File: src/rtl/never8_exec_ctrl_if.sv
// rtl/never8_exec_ctrl_if.sv - Never8 controller bus: run, program memory, ALU and status signals.
interface never8_exec_ctrl_if #(
   parameter int ADDR_W = 8
);
   logic              run_i;
   logic [ADDR_W-1:0] imem_addr_o;
   logic [9:0]        imem_data_i;
   logic [2:0]        alu_opcode_o;
   logic [4:0]        alu_a_o;
   logic [7:0]        alu_b_o;
   logic [7:0]        alu_result_i;
   logic              alu_zflag_i;
   logic              alu_c_i;
   logic [7:0]        acc_o;
   logic              z_flag_o;
   logic              c_flag_o;
   logic              halted_o;
   logic [1:0]        state_o;

   modport master (
      input  run_i, imem_data_i, alu_result_i, alu_zflag_i, alu_c_i,
      output imem_addr_o, alu_opcode_o, alu_a_o, alu_b_o, acc_o,
             z_flag_o, c_flag_o, halted_o, state_o
   );

   modport slave (
      output run_i, imem_data_i, alu_result_i, alu_zflag_i, alu_c_i,
      input  imem_addr_o, alu_opcode_o, alu_a_o, alu_b_o, acc_o,
             z_flag_o, c_flag_o, halted_o, state_o
   );
endinterface

File: src/rtl/never8_exec_ctrl.sv
// rtl/never8_exec_ctrl.sv - Never8 fetch/decode/execute controller around the alu8bit datapath.
module never8_exec_ctrl #(
   parameter int              ADDR_W   = 8,
   parameter logic [ADDR_W-1:0] RESET_PC = '0
) (
   input  logic                  clk,
   input  logic                  rst,
   never8_exec_ctrl_if.master    bus
);

   typedef enum logic [1:0] {
      S_FETCH   = 2'd0,
      S_DECODE  = 2'd1,
      S_EXECUTE = 2'd2,
      S_HALTED  = 2'd3
   } state_e;

   state_e            state_q, state_d;
   logic [ADDR_W-1:0] pc_q, pc_d;
   logic [9:0]        ir_q, ir_d;
   logic [7:0]        acc_q, acc_d;
   logic              z_q, z_d;
   logic              c_q, c_d;
   logic [ADDR_W-1:0] pc_inc;
   logic [ADDR_W-1:0] target;

   assign pc_inc = pc_q + ADDR_W'(1);
   assign target = ir_q[ADDR_W-1:0];

   always_ff @(posedge clk or posedge rst) begin
      if (rst) begin
         state_q <= S_FETCH;
         pc_q    <= RESET_PC;
         ir_q    <= '0;
         acc_q   <= '0;
         z_q     <= 1'b0;
         c_q     <= 1'b0;
      end else begin
         state_q <= state_d;
         pc_q    <= pc_d;
         ir_q    <= ir_d;
         acc_q   <= acc_d;
         z_q     <= z_d;
         c_q     <= c_d;
      end
   end

   always_comb begin
      state_d = state_q;
      pc_d    = pc_q;
      ir_d    = ir_q;
      acc_d   = acc_q;
      z_d     = z_q;
      c_d     = c_q;
      case (state_q)
         S_FETCH: begin
            if (bus.run_i) state_d = S_DECODE;
         end
         S_DECODE: begin
            ir_d    = bus.imem_data_i;
            state_d = S_EXECUTE;
         end
         S_EXECUTE: begin
            state_d = S_FETCH;
            case (ir_q[9:8])
               2'b00: begin
                  acc_d = bus.alu_result_i;
                  z_d   = bus.alu_zflag_i;
                  c_d   = bus.alu_c_i;
                  pc_d  = pc_inc;
               end
               2'b01: pc_d = target;
               // JZ tests the flag left by the previous ALU-class instruction
               2'b10: pc_d = z_q ? target : pc_inc;
               default: state_d = S_HALTED;
            endcase
         end
         default: state_d = S_HALTED;
      endcase
   end

   assign bus.imem_addr_o  = pc_q;
   assign bus.alu_opcode_o = ir_q[7:5];
   assign bus.alu_a_o      = ir_q[4:0];
   assign bus.alu_b_o      = acc_q;
   assign bus.acc_o        = acc_q;
   assign bus.z_flag_o     = z_q;
   assign bus.c_flag_o     = c_q;
   assign bus.halted_o     = (state_q == S_HALTED);
   assign bus.state_o      = state_q;

endmodule
File: src/flat_wrapper.sv
// flat-port wrapper written by rule: the top's interface ports become plain ports
module never8_exec_ctrl_flat 
#(
   parameter int              ADDR_W   = 8,
   parameter logic [ADDR_W-1:0] RESET_PC = '0
)
  (clk, rst, bus_run_i, bus_imem_data_i, bus_alu_result_i, bus_alu_zflag_i, bus_alu_c_i, bus_imem_addr_o, bus_alu_opcode_o, bus_alu_a_o, bus_alu_b_o, bus_acc_o, bus_z_flag_o, bus_c_flag_o, bus_halted_o, bus_state_o);
  never8_exec_ctrl_if #(.ADDR_W(ADDR_W)) bus_i ();
  input  logic clk;
  input  logic rst;
  input wire logic [$bits(bus_i.run_i)-1:0] bus_run_i;
  input wire logic [$bits(bus_i.imem_data_i)-1:0] bus_imem_data_i;
  input wire logic [$bits(bus_i.alu_result_i)-1:0] bus_alu_result_i;
  input wire logic [$bits(bus_i.alu_zflag_i)-1:0] bus_alu_zflag_i;
  input wire logic [$bits(bus_i.alu_c_i)-1:0] bus_alu_c_i;
  output wire logic [$bits(bus_i.imem_addr_o)-1:0] bus_imem_addr_o;
  output wire logic [$bits(bus_i.alu_opcode_o)-1:0] bus_alu_opcode_o;
  output wire logic [$bits(bus_i.alu_a_o)-1:0] bus_alu_a_o;
  output wire logic [$bits(bus_i.alu_b_o)-1:0] bus_alu_b_o;
  output wire logic [$bits(bus_i.acc_o)-1:0] bus_acc_o;
  output wire logic [$bits(bus_i.z_flag_o)-1:0] bus_z_flag_o;
  output wire logic [$bits(bus_i.c_flag_o)-1:0] bus_c_flag_o;
  output wire logic [$bits(bus_i.halted_o)-1:0] bus_halted_o;
  output wire logic [$bits(bus_i.state_o)-1:0] bus_state_o;
  assign bus_i.run_i = bus_run_i;
  assign bus_i.imem_data_i = bus_imem_data_i;
  assign bus_i.alu_result_i = bus_alu_result_i;
  assign bus_i.alu_zflag_i = bus_alu_zflag_i;
  assign bus_i.alu_c_i = bus_alu_c_i;
  assign bus_imem_addr_o = bus_i.imem_addr_o;
  assign bus_alu_opcode_o = bus_i.alu_opcode_o;
  assign bus_alu_a_o = bus_i.alu_a_o;
  assign bus_alu_b_o = bus_i.alu_b_o;
  assign bus_acc_o = bus_i.acc_o;
  assign bus_z_flag_o = bus_i.z_flag_o;
  assign bus_c_flag_o = bus_i.c_flag_o;
  assign bus_halted_o = bus_i.halted_o;
  assign bus_state_o = bus_i.state_o;
  never8_exec_ctrl #(.ADDR_W(ADDR_W), .RESET_PC(RESET_PC)) u_core (.clk(clk), .rst(rst), .bus(bus_i));
endmodule
File: config.mk
export PLATFORM = sky130hd
export DESIGN_NAME = never8_exec_ctrl_flat
export DESIGN_NICKNAME = d
export VERILOG_FILES = /design/src/rtl/never8_exec_ctrl_if.sv /design/src/rtl/never8_exec_ctrl.sv /design/src/flat_wrapper.sv
export SDC_FILE = /design/constraint.sdc
export NUM_CORES = 1
export LEC_CHECK = 0
export BUFFER_PORTS_ARGS = -buffer_cell sky130_fd_sc_hd__buf_2
export CAP_MARGIN = 20
export CORE_UTILIZATION = 48
export DETAILED_ROUTE_END_ITERATION = 12
export GPL_ROUTABILITY_DRIVEN = 1
export HOLD_SLACK_MARGIN = 0.08
export PLACE_DENSITY = 0.84
export SLEW_MARGIN = 0
export SYNTH_ARGS = -nofsm -noshare
export SYNTH_HDL_FRONTEND = slang
export SYNTH_SLANG_ARGS = --single-unit
File: constraint.sdc
create_clock -name clk -period 1.9 [get_ports clk]
set_input_delay 0.285 -clock clk [delete_from_list [all_inputs] [get_ports clk]]
set_output_delay 0.285 -clock clk [all_outputs]
set_load 0.02 [all_outputs]
==> key figures, run 1 <==
Synthesis
  – YS warnings: 0
  – Synth top area share: 49.0%
  – Synthesized area per cell: 11.5 sq um
  – Dominant synthesized flop cell: dfrtp_1
  – EDFF count, synth: 0
  – Mapped Nets: ~160
  – Synth area leaders: dfrtp_1 (49%), mux2_2 (13%), buf_4 (8.3%), ha_1 (4.1%), o2bb2ai_1 (2.9%)
  – Sequential element share of the synthesized area: a little under 50%
  – Cells after Synth: 133
  – Cell Area, Synth: 1530 sq um
  – Synth async-reset ratio: 100%
  – Yosys reg bits: 30
  – Post-synth top area cell: dfrtp_1
  – Synth unique cells: 27

Layout
  – Layout Area Growth over Synthesis: 19.2%
  – Final nets: 210
  – Most frequent cells in the layout: buf_2 (59), dfrtp_1 (30), mux2_2 (18), inv_1 (9), o21ai_0 (7)
  – Most common cell after layout, fill and taps aside: buf_2
  – Ant. Diodes: 0
  – Fill cells: ~260
  – Share of layout cells above drive strength 1: approximately half
  – Util after Layout: around three fifths

Routing
  – DRC viols: 0
  – Wire length per cell: 12.6 um
  – Routed Antenna Nets: 0
  – 1st-iter DRT viols: 29
  – Final wirelength: about 2900 um
  – Vias per cell: 5.07
  – Detailed Routing Iterations Pass 1: 4
  – DR vias: between 1000 and 1500

Clocking
  – Sinks on Clock Net: 30
  – Clk buf depth: 2
  – H-tree levels: 2
  – CTS tree: built
  – Clk Latency, worst-skew pair: around 0.33 ns
  – Post-CTS setup buffer count: 0
  – CTS Buf Count: 5
  – CTS Root Cell: clkbuf_4
  – Reg clk slew, reported paths: about 0.090 ns

Worst setup path
  – WP data required: approximately 2.2 ns
  – Critical Path Source Type: flop
  – Critical path arrival: 1.97 ns
  – R2R Path Start: u_core.ir_q[8]$_DFFE_PP0N_
  – Crit. End Element: flop
  – Critical Path Fanout Max: 8
  – Crit path from: u_core.ir_q[8]$_DFFE_PP0N_
  – R2R depth: 5
  – Reg-to-reg slack, setup: 0.18 ns
  – Setup crit end: u_core.bus.imem_addr_o[0]$_DFFE_PP0P_
  – Worst Path Class, Setup: reg -> reg
  – Reg-to-reg endpoint: u_core.bus.imem_addr_o[0]$_DFFE_PP0P_

STA
  – Setup-failing EPs final: 0
  – Slew @ Worst Pin: about 0.57 ns
  – Worst rel slew slack: between 60% and 70%
  – Final min period: 1.72 ns
  – Setup TNS: 0 ns
  – Setup ws final: ~0.18 ns
  – Final Hold Vio Count: 0
  – Final Cycle Share: between 90% and 100%
  – Peak Freq: between 500 and 600 MHz
  – Unrepaired setup endpoints after global routing: no
  – Max-slew violations: 0
  – Clock skew: 0.00766 ns

Power
  – P_leak: between 0.9 and 1 nW
  – Worst vdd ir: between 0.9 and 1 mV
  – Pwr/cell area: between 1500 and 2000 nW/um^2

Placed design
  – Gpl congestion: 0.935
  – Post-detail-place hpwl: 2130 um
  – Setup WS pre-CTS: between 0.2 and 0.25 ns
  – Port Buffers: ~60

Die
  – Core Area: 3030 sq um
  – IO Pins: 60
  – Die Span X: just under 60 um
  – Row cnt: 20
  – Die area: about 3400 sq um
  – Initial Util: about half
  – Die height: roughly 60 um

Global route
  – Global-route wire length before repair: 4550 um
  – Antenna violations before repair: 0
  – All-Layer GR Usage: around 18%
  – Vias in the first global route: roughly 1100
  – Grt total ovfl: 0
  – Largest net degree at the start of global routing: 31

Outcome
  – Outcome: complete, no violations

Flow run
  – Max-cap viol count: 0

Worst hold path
  – Min-delay worst type: in -> reg
==> where the power goes <==
part,switching (W),internal (W),leakage (nW)
logic,0.00117,0.000791,0.510
registers,0.000253,0.000948,0.360
clock network,0.000208,0.000179,0.0353
total,0.00163,0.00192,0.906
==> cell type report <==
class / instances / area (sq um) / area share [%]
Sequential cell: 30 / 751 / 41.1
Clock inverter: 1 / 5.00 / 0.274
Timing Repair Buffer: 62 / 320 / 17.5
Multi-Input combinational cell: 73 / 602 / 33.0
Clock buffer: 7 / 55.1 / 3.02
Tap cell: 44 / 55.1 / 3.02
Inverter: 10 / 37.5 / 2.06
==> routing by layer <==
layer  GRT usage (%)  part of all wire [%]  vias to the layer above
met2            28.4                    47                       58
met4            7.82                   1.0                        0
met1            22.8                    44                      537
li1                -                     -                      552
met3            7.25                   7.9                        3
met5               0                     0                        -
==> synth_stat cells, types with 2 or more instances <==
| library cell | n |
|---|---|
| dfrtp_1 | 30 |
| mux2_2 | 18 |
| buf_4 | 17 |
| inv_1 | 9 |
| o21ai_0 | 7 |
| a21oi_1 | 6 |
| nand2_1 | 6 |
| and3_1 | 5 |
| ha_1 | 5 |
| o2bb2ai_1 | 5 |
| nor2_1 | 4 |
| a32oi_1 | 3 |
| a221oi_1 | 2 |
| a22oi_1 | 2 |
| buf_2 | 2 |
==> how the worst min path moves through the flow <==
stage                             from                              end  slack (ns)  cells past startpoint
CTS                 bus_imem_data_i[8]       u_core.ir_q[8]$_DFFE_PP0N_        0.14                      3
detailed placement                 rst  u_core.bus.acc_o[4]$_DFFE_PP0P_        0.38                      3
finish              bus_imem_data_i[8]       u_core.ir_q[8]$_DFFE_PP0N_        0.16                      3
global placement                   rst  u_core.bus.acc_o[1]$_DFFE_PP0P_        0.37                      3
global route        bus_imem_data_i[6]       u_core.ir_q[6]$_DFFE_PP0N_        0.15                      2
floorplan                          rst  u_core.bus.acc_o[0]$_DFFE_PP0P_        0.38                      1
==> timing repair <==
action / in CTS / in global routing
hold endpoints to repair: 30 / 0
resized for setup: 0 / 0
hold buffers: 1 / 0
==> cell families after synthesis <==
| group | count (synthesis) | share of synthesized area (%) |
|---|---|---|
| AOI/OAI and AO/OA | 26 | 11.8 |
| adders and majority gates | 5 | 4.08 |
| DFF | 30 | 49.0 |
| and+or+nand+nor | 24 | 10.2 |
| muxes | 18 | 13.2 |
| buffers and inverters | 30 | 11.7 |
==> worst max-delay path, stage by stage (launching register included) <==
cell and delay [ns]:
dfrtp_1 0.38, inv_1 0.08, ha_1 0.34, nor2b_1 0.50, a221oi_1 0.18, a21oi_1 0.14
==> through the flow <==
stage	hold slack [ns]	cell area (sq um)	total power [W]	instances
after CTS	0.142	1830	0.00359	227
after global routing	0.153	1830	0.00383	227
after floorplan	0.376	1530	0.00283	133
after global placement	0.372	1760	0.00311	218
final	0.165	1830	0.00355	227
after detailed placement	0.382	1760	0.00318	218
==> registers in the layout, summed over array words and instances, names as in the netlist <==
name                    flops
u_core.bus.imem_addr_o      8
u_core.ir_q                10
u_core.bus.acc_o            8
u_core.bus.c_flag_o         1
u_core.bus.z_flag_o         1
u_core.bus.state_o          2
Power figures use the tool's default switching activity.
==> inputs of run 2 (changes only) <==
Settings changed: ABC_CLOCK_PERIOD_IN_PS set to 2200, CORE_UTILIZATION 48 to 50, PLACE_DENSITY 0.84 to 0.87.
Clock period 1.9 ns to 2.2 ns, I/O delays scaled along.
==> key figures, run 2 (same netlist as run 1, synthesis figures left out) <==
STA
  – Final Cycle Share: between 70% and 80%
  – Setup TNS: 0 ns
  – Max-slew violations: 0
  – Final min period: ~1.8 ns
  – Final Hold Vio Count: 0
  – Worst rel slew slack: about three fifths
  – Unrepaired setup endpoints after global routing: no
  – Setup ws final: 0.440 ns
  – Clock skew: 0.00830 ns
  – Slew @ Worst Pin: between 0.5 and 0.6 ns
  – Peak Freq: 568 MHz
  – Setup-failing EPs final: 0

Layout
  – Most frequent cells in the layout: buf_2 (59), dfrtp_1 (30), mux2_2 (18), inv_1 (9), o21ai_0 (7)
  – Max FFs per register: 10
  – Layout Area Growth over Synthesis: 18.1%
  – Most common cell after layout, fill and taps aside: buf_2
  – Ant. Diodes: 0
  – Top reg by flops: u_core.ir_q
  – Util after Layout: a little under two thirds
  – Final instance area: between 1500 and 2000 sq um
  – Fill cells: 240
  – Final nets: 210
  – Share of layout cells above drive strength 1: roughly 50%

Placed design
  – Gpl congestion: approximately 0.85
  – Setup WS pre-CTS: 0.486 ns
  – Post-detail-place hpwl: around 2300 um
  – Port Buffers: 59
  – Cell Area, Placed: roughly 1700 sq um

Worst setup path
  – Crit path buf inv count: 1
  – Crit. End Element: flop
  – Reg-to-reg slack, setup: ~0.44 ns
  – Crit path cell chain: inv_1 > ha_1 > nor2b_1 > a22oi_1 > o2bb2ai_1
  – Critical Path Fanout Max: 8
  – Critical Path Source Type: flop
  – Critical path depth: 5
  – R2R Path Start: u_core.ir_q[8]$_DFFE_PP0N_
  – Slowest cell on the critical path: nor2b_1
  – Reg-to-reg endpoint: u_core.bus.imem_addr_o[6]$_DFFE_PP0P_
  – R2R depth: 5
  – CP peak stage delay: 0.52 ns
  – WP data required: 2.45 ns
  – CP delay by family, top: simple AND/OR/NAND/NOR gates
  – Critical path arrival: around 2.0 ns
  – Worst Path Class, Setup: reg -> reg

Clocking
  – H-tree levels: 2
  – Clk buf depth: 2
  – Reg clk slew, reported paths: 0.09 ns
  – CTS Buf Count: 5
  – Sinks on Clock Net: 30
  – Post-cts resize count: 0
  – Clk Latency, worst-skew pair: roughly 0.33 ns
  – CTS tree: built
  – CTS Root Cell: clkbuf_4

Worst hold path
  – Min-delay worst type: in -> reg
  – Hold_sp: bus_imem_data_i[9]
  – Hold Path Sink: u_core.ir_q[9]$_DFFE_PP0N_
  – Hold depth: 3

Routing
  – DRC viols: 4
  – DR vias: 1145
  – 1st-iter DRT viols: 50
  – Wire length per cell: around 14 um
  – Detailed Routing Iterations Pass 1: 9
  – Routed Antenna Nets: 0
  – Final wirelength: between 3000 and 4000 um
  – Vias per cell: 5.35

Power
  – Total Power: 0.00308 W
  – Worst vdd ir: around 0.81 mV
  – P_leak: 0.906 nW
  – Pwr/cell area: between 1500 and 2000 nW/um^2

Die
  – Die height: about 57 um
  – Initial Util: 54.1%
  – IO Pins: 60
  – Die Span X: 57.3 um
  – Row cnt: 19
  – Die area: around 3300 sq um
  – Core Area: ~2800 sq um

Outcome
  – Outcome: complete, but fails checks
  – Violated checks: DRC

Global route
  – Grt total ovfl: 0
  – Antenna violations before repair: 0
  – Vias in the first global route: between 1000 and 1500
  – Global-route wire length before repair: just over 5000 um
  – All-Layer GR Usage: roughly a fifth
  – Largest net degree at the start of global routing: 31

Flow run
  – Max-cap viol count: 0
-- run 2: worst register-to-register path, stage by stage (launching register included) --
cell,delay (ns)
dfrtp_1,0.40
inv_1,0.09
ha_1,0.35
nor2b_1,0.52
a22oi_1,0.18
o2bb2ai_1,0.14
-- run 2: worst max-delay path by stage --
stage | start | endpoint | slack, ns
2_1_floorplan | u_core.ir_q[8]$_DFFE_PP0N_ | u_core.bus.imem_addr_o[7]$_DFFE_PP0P_ | 0.67
3_3_place_gp | u_core.ir_q[8]$_DFFE_PP0N_ | u_core.bus.imem_addr_o[6]$_DFFE_PP0P_ | 0.61
3_5_place_dp | u_core.ir_q[8]$_DFFE_PP0N_ | u_core.bus.imem_addr_o[6]$_DFFE_PP0P_ | 0.49
4_1_cts | u_core.ir_q[8]$_DFFE_PP0N_ | u_core.bus.imem_addr_o[6]$_DFFE_PP0P_ | 0.45
5_1_grt | u_core.ir_q[8]$_DFFE_PP0N_ | u_core.bus.imem_addr_o[0]$_DFFE_PP0P_ | 0.31
6_report | u_core.ir_q[8]$_DFFE_PP0N_ | u_core.bus.imem_addr_o[6]$_DFFE_PP0P_ | 0.44
-- run 2: through the flow --
stage / instances / hold slack [ns]
floorplan: 133 / 0.421
global placement: 205 / 0.413
detailed placement: 205 / 0.424
CTS: 214 / 0.211
global route: 214 / 0.204
finish: 214 / 0.225
-- run 2: area by class of cell --
| type | instances | area [sq um] | share of cell area [%] |
|---|---|---|---|
| Clock buffer | 7 | 55.1 | 3.04 |
| Timing Repair Buffer | 62 | 320 | 17.7 |
| Sequential cell | 30 | 751 | 41.5 |
| Inverter | 10 | 37.5 | 2.07 |
| Tap cell | 31 | 38.8 | 2.14 |
| Multi-Input combinational cell | 73 | 602 | 33.3 |
| Clock inverter | 1 | 5.00 | 0.277 |
-- run 2: timing repair --
item                                   in CTS  in global routing
setup buffers                               0                  0
hold buffers                                1                  0
endpoints found under the hold margin      30                  0
-- run 2: report_power, final --
group          internal [W]  switching, W  leakage, nW
Clock              0.000155      0.000183       0.0353
Sequential         0.000819      0.000228        0.360
Combinational      0.000681       0.00102        0.510
-- run 2: routing by layer --
layer  vias to the layer above  global-route usage, %  share of wire [%]
met5                         -                      0                  0
met4                         0                   8.71                1.5
met3                         5                   7.03                6.2
met2                        45                   32.1                 52
met1                       549                   26.0                 41
li1                        546                      -                  -
==> inputs of run 3 (changes only) <==
Settings changed: ABC_CLOCK_PERIOD_IN_PS 2200 to 1600, CORE_UTILIZATION 50 to 43, PLACE_DENSITY 0.87 to 0.8.
Clock period 2.2 ns to 1.6 ns, I/O delays scaled along.
==> key figures, run 3 (same netlist as run 1, synthesis figures left out) <==
STA
  – Final min period: around 1.5 ns
  – Clock skew: about 0.0093 ns
  – Slew @ Worst Pin: 0.383 ns
  – Setup TNS: 0 ns
  – Final Hold Vio Count: 0
  – Final Cycle Share: a little over nine tenths
  – Worst rel slew slack: about 74%
  – Peak Freq: 659 MHz
  – Unrepaired setup endpoints after global routing: yes
  – Setup-failing EPs final: 0
  – Max-slew violations: 0

Worst setup path
  – WP data required: 1.85 ns
  – Critical Path Source Type: flop
  – Crit path cell chain: inv_2 > ha_4 > nor2b_2 > a22oi_1 > o2bb2ai_1
  – CP peak stage delay: approximately 0.43 ns
  – Slowest cell on the critical path: dfrtp_1
  – Worst Path Class, Setup: reg -> reg
  – R2R Path Start: u_core.ir_q[9]$_DFFE_PP0N_
  – Crit path buf inv count: 1
  – Setup crit end: u_core.bus.imem_addr_o[6]$_DFFE_PP0P_
  – CP delay by family, top: flip-flops
  – Critical Path Fanout Max: 8
  – Reg-to-reg endpoint: u_core.bus.imem_addr_o[6]$_DFFE_PP0P_
  – Critical path arrival: around 1.8 ns
  – Crit path from: u_core.ir_q[9]$_DFFE_PP0N_
  – Crit. End Element: flop
  – R2R depth: 5
  – Reg-to-reg slack, setup: ~0.083 ns
  – Critical path depth: 5

Clocking
  – Clk buf depth: 2
  – Sinks on Clock Net: 30
  – CTS Buf Count: 5
  – H-tree levels: 2
  – CTS Root Cell: clkbuf_4
  – Clk Latency, worst-skew pair: 0.33 ns
  – CTS tree: built
  – Reg clk slew, reported paths: approximately 0.090 ns

Global route
  – Largest net degree at the start of global routing: 31
  – Global-route wire length before repair: around 4600 um
  – Vias in the first global route: between 1000 and 1500
  – Grt total ovfl: 0
  – Antenna violations before repair: 0
  – All-Layer GR Usage: around 17%

Layout
  – Ant. Diodes: 0
  – Max FFs per register: 10
  – Final instance area: between 1500 and 2000 sq um
  – Final nets: between 200 and 250
  – Most frequent cells in the layout: buf_2 (59), dfrtp_1 (30), mux2_2 (18), buf_4 (9), o21ai_0 (7)
  – Most common cell after layout, fill and taps aside: buf_2
  – Share of layout cells above drive strength 1: a little under three fifths
  – Fill cells: roughly 330
  – Layout Area Growth over Synthesis: 24.4%
  – Top reg by flops: u_core.ir_q

Flow run
  – Max-cap viol count: 0

Placed design
  – Port Buffers: ~60
  – Gpl congestion: about 0.76
  – Cell Area, Placed: ~1800 sq um
  – Post-detail-place hpwl: about 2200 um

Worst hold path
  – Min-delay worst type: in -> reg

Die
  – Die Span X: 61.7 um
  – Initial Util: a little under half
  – Row cnt: 21
  – Die height: 61.7 um
  – IO Pins: 60
  – Die area: approximately 3800 sq um
  – Core Area: ~3400 sq um

Routing
  – Routed Antenna Nets: 0
  – Vias per cell: around 5.0
  – Wire length per cell: roughly 13 um
  – DRC viols: 0
  – Detailed Routing Iterations Pass 1: 4
  – DR vias: 1161
  – 1st-iter DRT viols: 26
  – Final wirelength: 2970 um

Outcome
  – Outcome: complete, no violations

Power
  – Worst vdd ir: between 0.8 and 0.9 mV
  – Pwr/cell area: 2350 nW/um^2
  – P_leak: approximately 0.94 nW
-- run 3: cell count changes in the layout (fill, tap and decap cells not counted), sizes merged --
cell,before,now
buf,61,68
clkinv,1,0
clkbuf,7,6
-- run 3: metal layers --
metal	part of all wire [%]	vias to the layer above	GRT usage (%)
met5	0	-	0
met4	1.8	0	7.62
met3	5.2	6	6.72
met2	48	35	27.3
met1	45	559	21.4
li1	-	561	-
-- run 3: worst min-delay path, cell delays in order --
cell	delay, ns
buf_2	0.07
nand2_1	0.04
o21ai_0	0.07
-- run 3: through the flow --
step	power (W)	worst slack, ns	hold WS (ns)	utilization, %	cells
after CTS	0.00435	0.0129	0.126	55.4	232
after detailed placement	0.00387	-0.0937	0.332	53.2	224
after global routing	0.00484	-0.0270	0.116	56.7	234
after floorplan	0.00337	0.0736	0.331	-	133
final	0.00447	0.0830	0.129	56.7	234
after global placement	0.00381	-0.00339	0.331	53.2	224
-- run 3: area by class of cell --
| class | instances | area, sq um | share of cell area [%] |
|---|---|---|---|
| multi-input cells | 73 | 636 | 33.4 |
| flip-flops and latches | 30 | 751 | 39.4 |
| inverters | 10 | 37.5 | 1.97 |
| well taps | 46 | 57.6 | 3.02 |
| repair buffers | 69 | 373 | 19.6 |
| clock buffers | 6 | 51.3 | 2.69 |
-- run 3: where the power goes --
group | total, W | internal [W] | switching, W | leakage [nW]
Combinational | 0.00260 | 0.00114 | 0.00146 | 0.548
Clock | 0.000437 | 0.000198 | 0.000240 | 0.0302
Sequential | 0.00144 | 0.00113 | 0.000309 | 0.360
-- run 3: worst min-delay path by stage --
stage	from	end	slack [ns]	cells after the start
4_1_cts	bus_alu_result_i[2]	u_core.bus.acc_o[2]$_DFFE_PP0P_	0.13	2
2_1_floorplan	rst	u_core.bus.acc_o[0]$_DFFE_PP0P_	0.33	1
3_5_place_dp	rst	u_core.bus.acc_o[5]$_DFFE_PP0P_	0.33	3
3_3_place_gp	rst	u_core.bus.c_flag_o$_DFFE_PP0P_	0.33	3
5_1_grt	bus_alu_zflag_i	u_core.bus.z_flag_o$_DFFE_PP0P_	0.12	2
6_report	bus_imem_data_i[9]	u_core.ir_q[9]$_DFFE_PP0N_	0.13	3
-- run 3: repair_timing --
item	in CTS	in global routing
gates resized for setup	3	5
buffers inserted	1	2
endpoints found under the hold margin	30	0
pin swaps	0	4
setup endpoints to repair	8	4
hold buffers	1	0
